`config.mk`:
```
export PLATFORM = sky130hd
export DESIGN_NAME = start_text_render
export DESIGN_NICKNAME = d
export VERILOG_FILES = /design/src/rtl/start_text_render_pkg.sv /design/src/rtl/start_text_render_font_rom.sv /design/src/rtl/start_text_render.sv
export SDC_FILE = /design/constraint.sdc
export NUM_CORES = 1
export LEC_CHECK = 0
export ABC_AREA = 1
export BUFFER_PORTS_ARGS = -buffer_cell sky130_fd_sc_hd__buf_2
export CAP_MARGIN = 10
export CORE_MARGIN = 8
export CORE_UTILIZATION = 54
export DETAILED_ROUTE_END_ITERATION = 8
export GPL_TIMING_DRIVEN = 0
export PLACE_DENSITY = 0.82
export SETUP_SLACK_MARGIN = 0.1
export SYNTH_ARGS = -nofsm -noshare
export SYNTH_HDL_FRONTEND = slang
export SYNTH_HIERARCHICAL = 1
export SYNTH_SLANG_ARGS = --single-unit
```
`constraint.sdc`:
```
create_clock -name clk -period 3.3 [get_ports clk]
set_input_delay 0.33 -clock clk [delete_from_list [all_inputs] [get_ports clk]]
set_output_delay 0.33 -clock clk [all_outputs]
set_load 0.005 [all_outputs]
```
`src/rtl/start_text_render_pkg.sv`:
```
// Shared widths, colours and font contents for the start-screen text stages.
// Imported by the font ROM and the text render pipeline.
package start_text_render_pkg;

  localparam int RGB_W       = 12;
  localparam int FONT_ADDR_W = 11;
  localparam int FONT_DEPTH  = 2048;

  localparam logic [RGB_W-1:0] TEXT_RGB_DEF = 12'hFFF;
  localparam logic [RGB_W-1:0] RGB_BLACK    = 12'h000;

  // Generated glyph pattern used as the font table contents.
  function automatic logic [7:0] font_pattern(input logic [FONT_ADDR_W-1:0] a);
    return a[7:0] ^ {a[10:8], 5'b10110};
  endfunction

endpackage

```
`src/rtl/start_text_render_font_rom.sv`:
```
// 2048 x 8 font ROM, synchronous read (addr at edge N -> data after edge N).
// No reset; shared with the other text stages.
module font_rom
  import start_text_render_pkg::*;
(
  input  logic                   clk,
  input  logic [FONT_ADDR_W-1:0] addr,
  output logic [7:0]             data
);

  always_ff @(posedge clk) begin
    data <= font_pattern(addr);
  end

endmodule

```
`src/rtl/start_text_render.sv`:
```
// Start-screen text overlay: font lookup, blink and final RGB/sync registers.
// Two register stages, no handshake; one pixel per clk.
module start_text_render
  import start_text_render_pkg::*;
#(
  parameter int               BLINK_FRAMES = 30,
  parameter logic [RGB_W-1:0] TEXT_RGB     = TEXT_RGB_DEF
) (
  input  logic                   clk,
  input  logic                   reset,
  input  logic                   video_on,
  input  logic                   hsync_in,
  input  logic                   vsync_in,
  input  logic                   frame_tick,
  input  logic                   start_on,
  input  logic [2:0]             bit_addr,
  input  logic [FONT_ADDR_W-1:0] rom_addr,
  input  logic                   blink_en,
  input  logic [RGB_W-1:0]       bg_rgb,
  output logic                   hsync,
  output logic                   vsync,
  output logic [RGB_W-1:0]       rgb,
  output logic                   text_px
);

  localparam logic [7:0] BLINK_LAST = 8'(BLINK_FRAMES - 1);

  logic [7:0]       font_word;
  logic             start_on_d;
  logic [2:0]       bit_addr_d;
  logic             video_on_d;
  logic             hsync_d;
  logic             vsync_d;
  logic [RGB_W-1:0] bg_rgb_d;
  logic [7:0]       blink_cnt;
  logic             visible;
  logic [2:0]       bit_sel;
  logic             lit;

  font_rom u_font_rom (
    .clk  (clk),
    .addr (rom_addr),
    .data (font_word)
  );

  always_ff @(posedge clk or posedge reset) begin
    if (reset) begin
      start_on_d <= 1'b0;
      bit_addr_d <= 3'd0;
      video_on_d <= 1'b0;
      hsync_d    <= 1'b1;
      vsync_d    <= 1'b1;
      bg_rgb_d   <= RGB_BLACK;
    end else begin
      start_on_d <= start_on;
      bit_addr_d <= bit_addr;
      video_on_d <= video_on;
      hsync_d    <= hsync_in;
      vsync_d    <= vsync_in;
      bg_rgb_d   <= bg_rgb;
    end
  end

  // Disable wins over a coincident frame_tick so blinking always restarts shown.
  always_ff @(posedge clk or posedge reset) begin
    if (reset) begin
      blink_cnt <= 8'd0;
      visible   <= 1'b1;
    end else if (!blink_en) begin
      blink_cnt <= 8'd0;
      visible   <= 1'b1;
    end else if (frame_tick) begin
      if (blink_cnt == BLINK_LAST) begin
        blink_cnt <= 8'd0;
        visible   <= ~visible;
      end else begin
        blink_cnt <= blink_cnt + 8'd1;
      end
    end
  end

  always_comb begin
    bit_sel = 3'd7 - bit_addr_d;
    lit     = start_on_d & font_word[bit_sel] & visible;
  end

  always_ff @(posedge clk or posedge reset) begin
    if (reset) begin
      hsync   <= 1'b1;
      vsync   <= 1'b1;
      rgb     <= RGB_BLACK;
      text_px <= 1'b0;
    end else begin
      hsync   <= hsync_d;
      vsync   <= vsync_d;
      text_px <= lit & video_on_d;
      if (!video_on_d) begin
        rgb <= RGB_BLACK;
      end else if (lit) begin
        rgb <= TEXT_RGB;
      end else begin
        rgb <= bg_rgb_d;
      end
    end
  end

endmodule

```
# [Yosys cells after proc, flatten, opt, wreduce, memory -nomap -nowiden]
# Index checks and enable logic that the tools add are counted.
[totals] reg_bits=51 ram_bits=0 latch_bits=0 input_bits=34 out_inout_bits=15 romBits=0 wordCells=35 n_memories=0
[op_classes] n_eq_ne=3 n_reduce_logical=1 bitwise=5 order_cmp=1 n_mul=0 addsub=2 shift=0 n_div=0 n_mux=10
[ops] op="2-to-1 mux 12 bit" count=2
[ops] op="2-to-1 mux 8 bit" count=3
[ops] op="adder 8 x 1 -> 8 bit (second input constant)" count=1
[ops] op="== test 8 x 5 -> 1 bit (second input constant)" count=1
[ops] op="bitwise XOR 8 bit" count=1
[ops] op="less-than comparator 3 x 4 -> 1 bit (second input constant)" count=1
[ops] op="2-to-1 mux 1 bit" count=4
[ops] op="bitwise AND 1 bit" count=3
[ops] op="binary-select mux 1 bit (select 3 bit)" count=1
[ops] op="subtractor 3 bit (first input constant)" count=1
[ops] op="inequality test 2 x 1 -> 1 bit (second input constant)" count=1
[ops] op="inequality test 2 bit (second input constant)" count=1
[ops] op="AND reduction 2 bit" count=1
[ops] op="inverter 1 bit" count=1

# [Depth between registers and ports, before layout]
# Gate-level depths: netlist of the first run.
[depth] depth_word=7 depth_mapped=9 depth_no_buf=9

# [Modules after synthesis]
# Netlist of the first run, hierarchy kept.
[modules_own_cells] module="start_text_render" cells_each=152 area_each_um2=1560.2 n_inst=1 seq_area_each_um2=1082.3
[modules_own_cells] module="font_rom" cells_each=26 area_each_um2=227.7 n_inst=1 seq_area_each_um2=160.2

# [Worst setup path after synthesis of the first run]
# Ideal clock, no wire load.
[synth_timing] kind="register -> register" start="register blink_cnt[1]" end="register blink_cnt[4]" period_less_slack_ns=1.123 stages_incl_launch_ff=10 setup_ns=0.119 arrival_time_ns=1.004 required_ns=3.181 n_path_buf=0 setup_slack_ns=2.177 cell_sequence="dfrtp_1 > inv_1 > ha_1 > nand2_1 > nor2_1 > nand2_1 > nand2_1 > nand2_1 > inv_1 > nor2_1"
[synth_between] elab_chain_cells=4 elab_cells_between_ends=5 cone_classes="add/sub (1); eq/ne (1); mux (3)"
[synth_lines] element="start: declaration" line="start_text_render.sv:35" source="logic [7:0] blink_cnt;"
[synth_lines] element="start signal: assignment" line="start_text_render.sv:77" source="blink_cnt <= blink_cnt + 8'd1;"
[synth_lines] element="adder 8 x 1 -> 8 bit or == test 8 x 5 -> 1 bit (tied branches)" line="start_text_render.sv:77, start_text_render.sv:73"
[synth_lines] element="2-to-1 mux 8 bit (*)" line="start_text_render.sv:73" source="if (blink_cnt == BLINK_LAST) begin"
[synth_lines] element="2-to-1 mux 8 bit (*)" line="start_text_render.sv:72" source="end else if (frame_tick) begin"
[synth_lines] element="2-to-1 mux 8 bit (*)" line="start_text_render.sv:69" source="end else if (!blink_en) begin"
# Mark *: on every way between the ends. The rest lies on a longest branch, timed or not. The select of a mux whose other input is x is not followed.
# A chain may end at the register's enable or synchronous reset.

# [Worst setup path in the final report of the first run]
[layout_timing] start="register vsync" end="output port vsync"
[layout_rtl] element="start: declaration" line="start_text_render.sv:21" source="output logic vsync,"
[layout_rtl] element="start signal: assignment" line="start_text_render.sv:95" source="vsync <= vsync_d;"
# No word-level cell between the ends.

==> out/metrics.yaml, run 1 <==
synthesis.area_um2: 1790
synthDistinctLibCells: 16
yosysWarnings: 6
gp_congestion: 0.857
p_switching_mw: 0.232
p_sw_frac: 0.212
cts.clk_slew.worst_paths_ns: 0.12
tightest_slew_ns: 0.821
hold_viol_final: 0
p_clk_frac: 0.304
cts-buffers-inserted: 5
synth_cells: 178
die_h_um: 73.5
multi_input_area_um2: 448
worstSetupPathType: "flop to output port"
dp_hpwl_um: 2360
layout_min_cycle_time_ns: 1.31
antenna_found_initial: 0
clk_path_buf_depth: 2
required_ns: 2.97
cpPeakStageDelay_ns: 0.53
grt_max_degree: 44
finClkSkew_ns: 0.0145
ir_drop_uv: 391
first_global_vias: 1206
p_seq_frac: 0.619
path_buf_inv: 1
cts_resized: 0
crit_path_end_kind: "output port"
whs_ns: 0.0625
syn2layout_area_growth_pct: 20.9
initialDrtViolationCount: 72
p_per_area_nw_per_um2: 506
intPower_mw: 0.861
startpoint_type: "flop"
synth_seq_area_share: 0.695
drt.antenna.violating_nets: 0
num_rows: 21
cp_cell_sequence: "buf_2"
cts_tree: "yes"
arrival_ns: 0.98
wl_um: 3020
root_buffer: "clkbuf_4"
synth_nets: 214
cts_setup_buffers: 0
period_share: 0.396
num_vias: 1242
tns_ns: 0
die-area_um2: 5410
grt.overflow.total: 0
diodes: 0
register_area_um2: 1240
maxSlewViolCount: 0
rsz0062_at_grt: "no"
timing.slew.headroom: 0.452
synth.avg_cell_area_um2: 10.0
fmax_mhz: 764
initial_core_util: 0.549
ys_ff_latch: 51
slowest_stage: "dfstp_2"
p_leak_nw: 1.22
cts.sinks: 51
portBuffers: 48
grt_pass1_wl_um: 5000
ios: 49
vias_per_cell: 4.44
path_delay_family: "flip-flops"
drc_errors: 0
clk_latency_ns: 0.36
hold_path_class: "input port to flop"
combinationalPowerShare: 0.078
core-area_um2: 3260
setup_viol: 0
ctsHoldBuffers: 0
drv_cap: 0
fp.dieW_um: 73.5
outcome: "finished, final reports clean"
path_max_fanout: 1
drive_above_1_share: 0.274
utilization: 0.663
fin_nets: 269
htreeDepth: 2
n_fill_cell: 284
drt-pass1-iter-count: 4
routedWlPerCell_um: 10.8
grtUsageTotal: 0.124
worst register-to-register path, delay by kind of cell (launching register included):
kind | cells | cell delay [ns]
and+or+nand+nor | 6 | 0.44
DFF | 1 | 0.43
adders and majority gates | 1 | 0.15
buffers and inverters | 2 | 0.19
layer usage:
metal	share of wire	vias up	routed length, µm	track usage
met1	0.42	553	1280	0.137
met3	0.056	5	169	0.0464
met2	0.50	39	1510	0.199
li1	-	645	-	-
met5	0	-	0	0
met4	0.020	0	61	0.0732
flip-flops by register name (all words and copies together) (netlist names):
| signal | cells |
|---|---|
| text_px | 1 |
| blink_cnt | 8 |
| rgb | 12 |
| vsync_d | 1 |
| video_on_d | 1 |
| vsync | 1 |
| hsync | 1 |
| hsync_d | 1 |
| u_font_rom/data | 8 |
| start_on_d | 1 |
| bg_rgb_d | 12 |
| visible | 1 |
| bit_addr_d | 3 |
metrics by stage:
step	instance area (µm²)	setup WS [ns]	std cells	power, mW
6_report	2160	1.99	280	1.09
5_1_grt	2160	1.89	280	1.15
4_1_cts	2160	1.96	280	1.11
3_5_place_dp	2090	2.04	272	0.776
3_3_place_gp	2090	1.52	272	0.771
2_1_floorplan	1790	1.98	178	0.728
final cells by class:
cell class / instances / area share
clock buffers: 7 / 0.0208
inverters: 22 / 0.0382
repair buffers: 48 / 0.111
well taps: 46 / 0.0266
flip-flops and latches: 51 / 0.575
plain buffers: 2 / 0.00695
clock inverters: 1 / 0.0139
multi-input cells: 103 / 0.207
cell usage after synthesis:
cell type / instances / area share
o21ai_0: 2 / 0.0056
inv_2: 1 / 0.0021
xnor2_1: 1 / 0.0049
ha_1: 2 / 0.014
dfrtp_1: 38 / 0.53
nand2_1: 69 / 0.14
inv_1: 21 / 0.044
xor2_1: 2 / 0.0098
dfxtp_1: 8 / 0.090
nand2_2: 2 / 0.0070
nor2_1: 11 / 0.023
nand4_1: 3 / 0.010
buf_6: 1 / 0.0063
nand3_1: 11 / 0.031
dfstp_2: 5 / 0.073
clkbuf_1: 1 / 0.0021
worst paths after layout:
| path | start | end | slack [ns] | depth (start not counted) |
|---|---|---|---|---|
| min reg2reg | vsync_d$_DFF_PP1_ | vsync$_DFF_PP1_ | 0.37 | 0 |
| max | vsync$_DFF_PP1_ | vsync | 1.99 | 1 |
| min | hsync_in | hsync_d$_DFF_PP1_ | 0.06 | 1 |
| max in group asynchronous | reset | bit_addr_d[1]$_DFF_PP0_ | 2.66 | 2 |
| min in group asynchronous | reset | rgb[0]$_DFF_PP0_ | 0.12 | 2 |
| max reg2reg | blink_cnt[1]$_DFFE_PP0P_ | blink_cnt[4]$_DFFE_PP0P_ | 2.01 | 9 |
kinds of logic (layout without fill, tap and decap cells):
family | count (synthesis) | count (layout) | synth area share
AND/OR/NAND/NOR | 96 | 96 | 0.216
flip-flops | 51 | 51 | 0.695
AO/OA/AOI/OAI | 2 | 2 | 0.00560
adder cells (fa/ha/maj) | 2 | 2 | 0.0140
XOR/XNOR | 3 | 3 | 0.0147
buffers and inverters | 24 | 80 | 0.0546
power by group through the flow:
| stage | logic [mW] | registers [mW] | clock network, mW |
|---|---|---|---|
| finish | 0.0849 | 0.676 | 0.332 |
| global route | 0.0993 | 0.681 | 0.368 |
| CTS | 0.0877 | 0.676 | 0.343 |
| detailed placement | 0.0876 | 0.689 | 0 |
| global placement | 0.0840 | 0.687 | 0 |
| floorplan | 0.0409 | 0.687 | 0 |
cell usage in the layout (no fill, tap or decap), types with 3 or more instances in the layout:
cell type / synthesis / routed
nor2_1: 11 / 11
nand3_1: 11 / 11
dfxtp_1: 8 / 8
dfstp_2: 5 / 5
dfrtp_1: 38 / 38
inv_1: 21 / 20
nand4_1: 3 / 3
clkbuf_1: 1 / 3
clkbuf_4: 0 / 5
buf_2: 0 / 48
nand2_1: 69 / 69
No activity file was read; power rests on OpenSTA's default activity.
==> run 2: changes to the inputs <==
Settings changed: ABC_AREA 1 to 0, CORE_UTILIZATION 54 to 45, PLACE_DENSITY 0.82 to 0.73.
Clock period 3.3 ns to 1.2 ns, I/O delays scaled along.
==> out/metrics.yaml, run 2 <==
final_cell_mix: "49 x buf_2, 37 x dfrtp_1, 30 x dlygate4sd3_1"
num_vias: 1272  # +2.4%
yosysTopAreaCellShare: 0.547  # +0.0149
p_per_area_nw_per_um2: 1370  # +170%
die-area_um2: 6110  # +13%
violations: "negative hold slack, negative setup slack"
wl_um: 4110  # +36%
drt-pass1-iter-count: 4  # unchanged
synth_nets: 159  # -26%
reg_top3: "bg_rgb_d: 12 flops, rgb: 12 flops"
routedWlPerCell_um: 15.5  # +44%
cts-buffers-inserted: 5  # unchanged
maxSlewViolCount: 0  # unchanged
ys_ff_latch: 51  # unchanged
place_worst_setup_slack_ns: -0.298  # -2.34 ns
first_global_vias: 1437  # +19%
fp.dieW_um: 78.2  # +6.3%
drt.antenna.violating_nets: 0  # unchanged
portBuffers: 48  # unchanged
top_usage_layer: "met2"
cts_tree: "yes"
cts.clk_slew.worst_paths_ns: 0.09  # -0.03 ns
setup_ws_ns: -0.373  # -2.36 ns
die_h_um: 78.2  # +6.3%
r2r-start: "bit_addr_d[0]$_DFF_PP0_"
synthTopCellsByCount: "38 x dfrtp_1, 12 x a21o_1, 9 x xor2_1"
layout_commonest_cell: "buf_2"
root_buffer: "clkbuf_8"
clk_path_buf_depth: 2  # unchanged
startpoint_type: "flop"
yosysMostFrequentCell: "dfrtp_1"
synth_edf_count: 0  # unchanged
yosys.area.top_type: "dfrtp_1"
worstSetupEndpoint: "rgb[5]$_DFF_PP0_"
grt.overflow.total: 0  # unchanged
core-area_um2: 3690  # +13%
hold_viol_final: 38  # +38
ir_drop_uv: 1190  # +200%
syn2layout_area_growth_pct: 50.9
crit_path_end_kind: "flop"
p_leak_nw: 1.29  # +6.0%
diodes: 0  # unchanged
grt.met1_usage: 0.141  # +0.00404
synth_cells: 123  # -31%
gp_congestion: 0.752  # -12%
yosys-top-cells-area: "dfrtp_1 55%, dfxtp_1 9.2%, dfstp_2 7.6%"
synth_seq_area_share: 0.714  # +0.0195
grtUsageTotal: 0.138  # +0.0133
initialDrtViolationCount: 45  # -38%
outcome: "complete, but fails checks"
drv_cap: 0  # unchanged
antenna_found_initial: 0  # unchanged
grtUsageMet3: 0.0535  # +0.00715
fmax_mhz: 636
synthesis.area_um2: 1740  # -2.7%
grt_max_degree: 44  # unchanged
timing.slew.headroom: 0.424  # -0.0273
yosys_most_used_dff: "dfrtp_1"
synthDistinctLibCells: 31  # +15
layout_min_cycle_time_ns: 1.57
timing.critical_path.from: "bit_addr_d[0]$_DFF_PP0_"
async_reset_ff_frac: 0.843  # unchanged
worstSetupPathType: "flop to flop"
initial_core_util: 0.472  # -0.0773
num_rows: 22  # +4.8%
ios: 49  # unchanged
period_share: 1.31
htreeDepth: 2  # unchanged
drc_errors: 0  # unchanged
cts.sinks: 51  # unchanged
grt_pass1_wl_um: 6640  # +33%
reg2regPathDepth: 5  # -4
timing.rr.end: "rgb[5]$_DFF_PP0_"
synth.avg_cell_area_um2: 14.1  # +41%
finClkSkew_ns: 0.00400  # -0.0105 ns
fin_nets: 252  # -6.3%
arrival_ns: 1.78  # +0.80 ns
rsz0062_at_grt: "yes"
yosysWarnings: 6  # unchanged
finalPower_mw: 3.61  # +230%
path_max_fanout: 5  # +4
r2r_setup_slack_ns: -0.37  # -2.38 ns
whs_ns: -0.0285  # -0.0910 ns
hold_path_class: "input port to asynchronous set/reset pin"
tightest_slew_ns: 0.862  # +0.0403 ns
vias_per_cell: 4.80  # +8.2%
required_ns: 1.40  # -1.57 ns
setup_viol: 22  # +22
clk_latency_ns: 0.30  # -0.06 ns
drive_above_1_share: 0.419  # +0.146
use_met2: 0.246  # +0.0472
dp_hpwl_um: 2320  # -1.3%
[run 2: cell types whose count changed in the layout (fill, tap and decap cells not counted), moves of 8 or more]
cell / before / now
nor2_1: 11 / 1
dlygate4sd3_1: 0 / 30
a21o_1: 0 / 12
nand2_1: 69 / 3
inv_1: 20 / 4
buf_4: 0 / 8
nand3_1: 11 / 2
[run 2: cell families (layout without fill, tap and decap cells)]
kind of cell             Yosys count  in the layout  synth area share
XOR/XNOR                           9              9            0.0453
adder cells (fa/ha/maj)            2              2            0.0144
multiplexers                       3              3            0.0259
buffers and inverters              9            103            0.0245
flip-flops                        51             51             0.714
AND/OR/NAND/NOR                   32             32             0.104
AO/OA/AOI/OAI                     17             17            0.0712
[run 2: stage by stage]
step                 util  TNS (ns)  instance area, µm²  instances
floorplan               -     -3.23                1760        123
global placement    0.558     -4.58                2060        219
detailed placement  0.558     -4.81                2060        219
CTS                 0.685     -5.11                2530        260
global route        0.712     -7.47                2630        265
finish              0.712     -6.60                2630        265
[run 2: layer usage]
layer  up-vias  routed length [µm]
met1       629                1560
met3         9                 275
met4         0                  91
li1        593                   -
met2        41                2180
met5         -                   0
[run 2: how the worst min path moves through the flow]
stage                     start                          to  slack, ns
finish                    reset    blink_cnt[2]$_DFFE_PP0P_      -0.03
detailed placement  rom_addr[0]  u_font_rom/data[0]$_DFF_P_       0.22
CTS                       reset            rgb[8]$_DFF_PP0_      0.004
floorplan                 reset       bg_rgb_d[0]$_DFF_PP0_       0.12
global placement    rom_addr[0]  u_font_rom/data[0]$_DFF_P_       0.22
global route              reset    blink_cnt[6]$_DFFE_PP0P_       0.05
[run 2: cell type report]
cell class              instances  area [µm²]
clock inverters                 3        67.6
fillers                       245        1060
plain buffers                   3        20.0
inverters                       6        26.3
flip-flops and latches         51        1240
repair buffers                 86         601
clock buffers                   5        68.8
well taps                      48        60.1
multi-input cells              63         538
[run 2: where the power goes]
group / total, mW / internal [mW] / switching, mW
Clock: 1.38 / 0.831 / 0.553
Combinational: 0.367 / 0.210 / 0.156
Sequential: 1.86 / 1.82 / 0.0401
Total: 3.61 / 2.86 / 0.750
[run 2: timing repair]
action                                 in CTS  in global routing
pin swaps                                   1                  4
hold buffers                               30                  0
endpoints found under the hold margin      27                  0
setup endpoints to repair                  22                 22
buffers inserted                            3                  4
cloned                                      0                  1
gates resized for setup                     2                 16
[run 2: critical path: stages, from the launching register on]
cell and delay (ns):
dfrtp_1 0.41, mux4_2 0.56, nor2_4 0.12, nor3_4 0.07, buf_4 0.16, a21o_1 0.15
==> run 3: changes to the inputs <==
Settings changed: CORE_ASPECT_RATIO set to 0.7.
==> out/metrics.yaml, run 3 (synthesized netlist as in run 2, its figures left out) <==
path_max_fanout: 5  # unchanged
grt.overflow.total: 0  # unchanged
drt.antenna.violating_nets: 0  # unchanged
antenna_found_initial: 0  # unchanged
multi_input_area_um2: 534  # -0.70%
num_vias: 1241  # -2.4%
layout_commonest_cell: "buf_2"
layout_min_cycle_time_ns: 1.48  # -0.0951 ns
syn2layout_area_growth_pct: 49.7
portBuffers: 48  # unchanged
drive_above_1_share: 0.411  # -0.00840
crit_path_end_kind: "flop"
reg_top3: "bg_rgb_d: 12 flops, rgb: 12 flops"
whs_ns: -0.0229  # +0.00556 ns
initial_core_util: 0.457  # -0.0143
period_share: 1.23  # -0.0793
worstSetupPathType: "flop to flop"
tightest_slew_ns: 0.869  # +0.00783 ns
final_cell_mix: "49 x buf_2, 38 x dfrtp_1, 30 x dlygate4sd3_1"
diodes: 0  # unchanged
dp_cells: 223  # +1.8%
arrival_ns: 1.68  # -0.10 ns
htreeDepth: 2  # unchanged
cts-buffers-inserted: 5  # unchanged
ios: 49  # unchanged
root_buffer: "clkbuf_8"
path_buf_inv: 1  # unchanged
outcome: "complete, but fails checks"
cp_cell_sequence: "mux4_2 -> nor2_4 -> nor3_4 -> buf_6 -> a21o_1"
ir_drop_uv: 882  # -26%
drv_cap: 0  # unchanged
maxSlewViolCount: 0  # unchanged
grt_max_degree: 44  # unchanged
die_h_um: 68.0  # -13%
path_delay_family: "multiplexers"
fmax_mhz: 677  # +6.4%
rsz0062_at_grt: "yes"
drc_errors: 0  # unchanged
slowest_stage: "mux4_2"
clk_path_buf_depth: 2  # unchanged
gp_congestion: 0.765  # +1.6%
cts.clk_slew.worst_paths_ns: 0.10  # about the same
grtUsageTotal: 0.123  # -0.0143
startpoint_type: "flop"
vias_per_cell: 4.58  # -4.6%
timing.slew.headroom: 0.419  # -0.00523
first_global_vias: 1392  # -3.1%
place_worst_setup_slack_ns: -0.271  # +0.0276 ns
p_per_area_nw_per_um2: 1250  # -9.3%
hold_viol_final: 38  # unchanged
n_fill_cell: 264  # +7.8%
num_rows: 19  # -14%
r2r_setup_slack_ns: -0.28  # +0.10 ns
cts_tree: "yes"
routedWlPerCell_um: 13.7  # -12%
cts.sinks: 51  # unchanged
finClkSkew_ns: 0.00488  # +0.000889 ns
setup_ws_ns: -0.277  # +0.0951 ns
initialDrtViolationCount: 38  # -16%
reg2regPathDepth: 5  # unchanged
required_ns: 1.40  # about the same
register_area_um2: 1240  # -0.10%
violations: "negative hold slack, negative setup slack"
wl_um: 3710  # -9.8%
hold_path_class: "input port to asynchronous set/reset pin"
timing.rr.end: "rgb[2]$_DFF_PP0_"
drt-pass1-iter-count: 4  # unchanged
grt_pass1_wl_um: 5950  # -10%
fp.dieW_um: 90.3  # +16%
die-area_um2: 6140  # +0.53%
dp_hpwl_um: 2350  # +1.2%
setup_viol: 22  # unchanged
fin_nets: 254  # +0.79%
instances_no_fill: 271  # +2.3%
core-area_um2: 3800  # +3.1%
cpPeakStageDelay_ns: 0.53  # -0.03 ns
p_leak_nw: 1.28  # -0.41%
r2r-start: "bit_addr_d[0]$_DFF_PP0_"
clk_latency_ns: 0.30  # about the same
run 3: timing repair:
| item | in CTS | in global routing |
|---|---|---|
| setup buffers | 5 | 4 |
| endpoints found under the setup margin | 22 | 22 |
| hold buffers | 30 | 0 |
| hold endpoints to repair | 27 | 0 |
| cloned | 0 | 1 |
| gates resized for setup | 5 | 11 |
| pin swaps | 0 | 3 |
run 3: area by class of cell:
cell class,count,area share
flip-flops and latches,51,0.477
repair buffers,88,0.238
multi-input cells,63,0.205
clock buffers,5,0.0264
well taps,52,0.0250
clock inverters,3,0.0106
inverters,6,0.0101
plain buffers,3,0.00769
run 3: report_power, final:
group / leakage [nW] / internal [mW] / switching (mW)
registers: 0.591 / 1.82 / 0.0339
clock network: 0.0463 / 0.429 / 0.593
logic: 0.646 / 0.219 / 0.155
total: 1.28 / 2.46 / 0.782
run 3: worst register-to-register path, cell delays in order, from the launching register on:
cell and delay [ns]:
dfrtp_1 0.38, mux4_2 0.53, nor2_4 0.11, nor3_4 0.07, buf_6 0.13, a21o_1 0.16
run 3: stage by stage:
stage               TNS, ns   util  power, mW  area [µm²]
CTS                   -4.49  0.661       3.24        2510
global placement      -4.31  0.542       2.12        2060
finish                -5.17  0.685       3.25        2600
global route          -6.36  0.685       3.38        2600
detailed placement    -4.69  0.542       2.14        2060
floorplan             -3.23      -       2.00        1760
run 3: layer usage:
metal / vias to the layer above / wire length, µm / global-route usage
li1: 599 / - / -
met1: 606 / 1490 / 0.116
met2: 31 / 1960 / 0.237
met3: 5 / 219 / 0.0515
met4: 0 / 34 / 0.0577
met5: - / 0 / 0
run 3: worst max-delay path by stage:
stage	endpoint	slack [ns]	depth (start not counted)	startpoint
after global routing	rgb[8]$_DFF_PP0_	-0.34	5	bit_addr_d[0]$_DFF_PP0_
after floorplan	rgb[10]$_DFF_PP0_	-0.21	5	bit_addr_d[0]$_DFF_PP0_
final	rgb[2]$_DFF_PP0_	-0.28	5	bit_addr_d[0]$_DFF_PP0_
after CTS	rgb[6]$_DFF_PP0_	-0.28	5	bit_addr_d[0]$_DFF_PP0_
after global placement	visible$_DFFE_PP1P_	-0.26	4	blink_cnt[5]$_DFFE_PP0P_
after detailed placement	rgb[6]$_DFF_PP0_	-0.27	5	bit_addr_d[0]$_DFF_PP0_
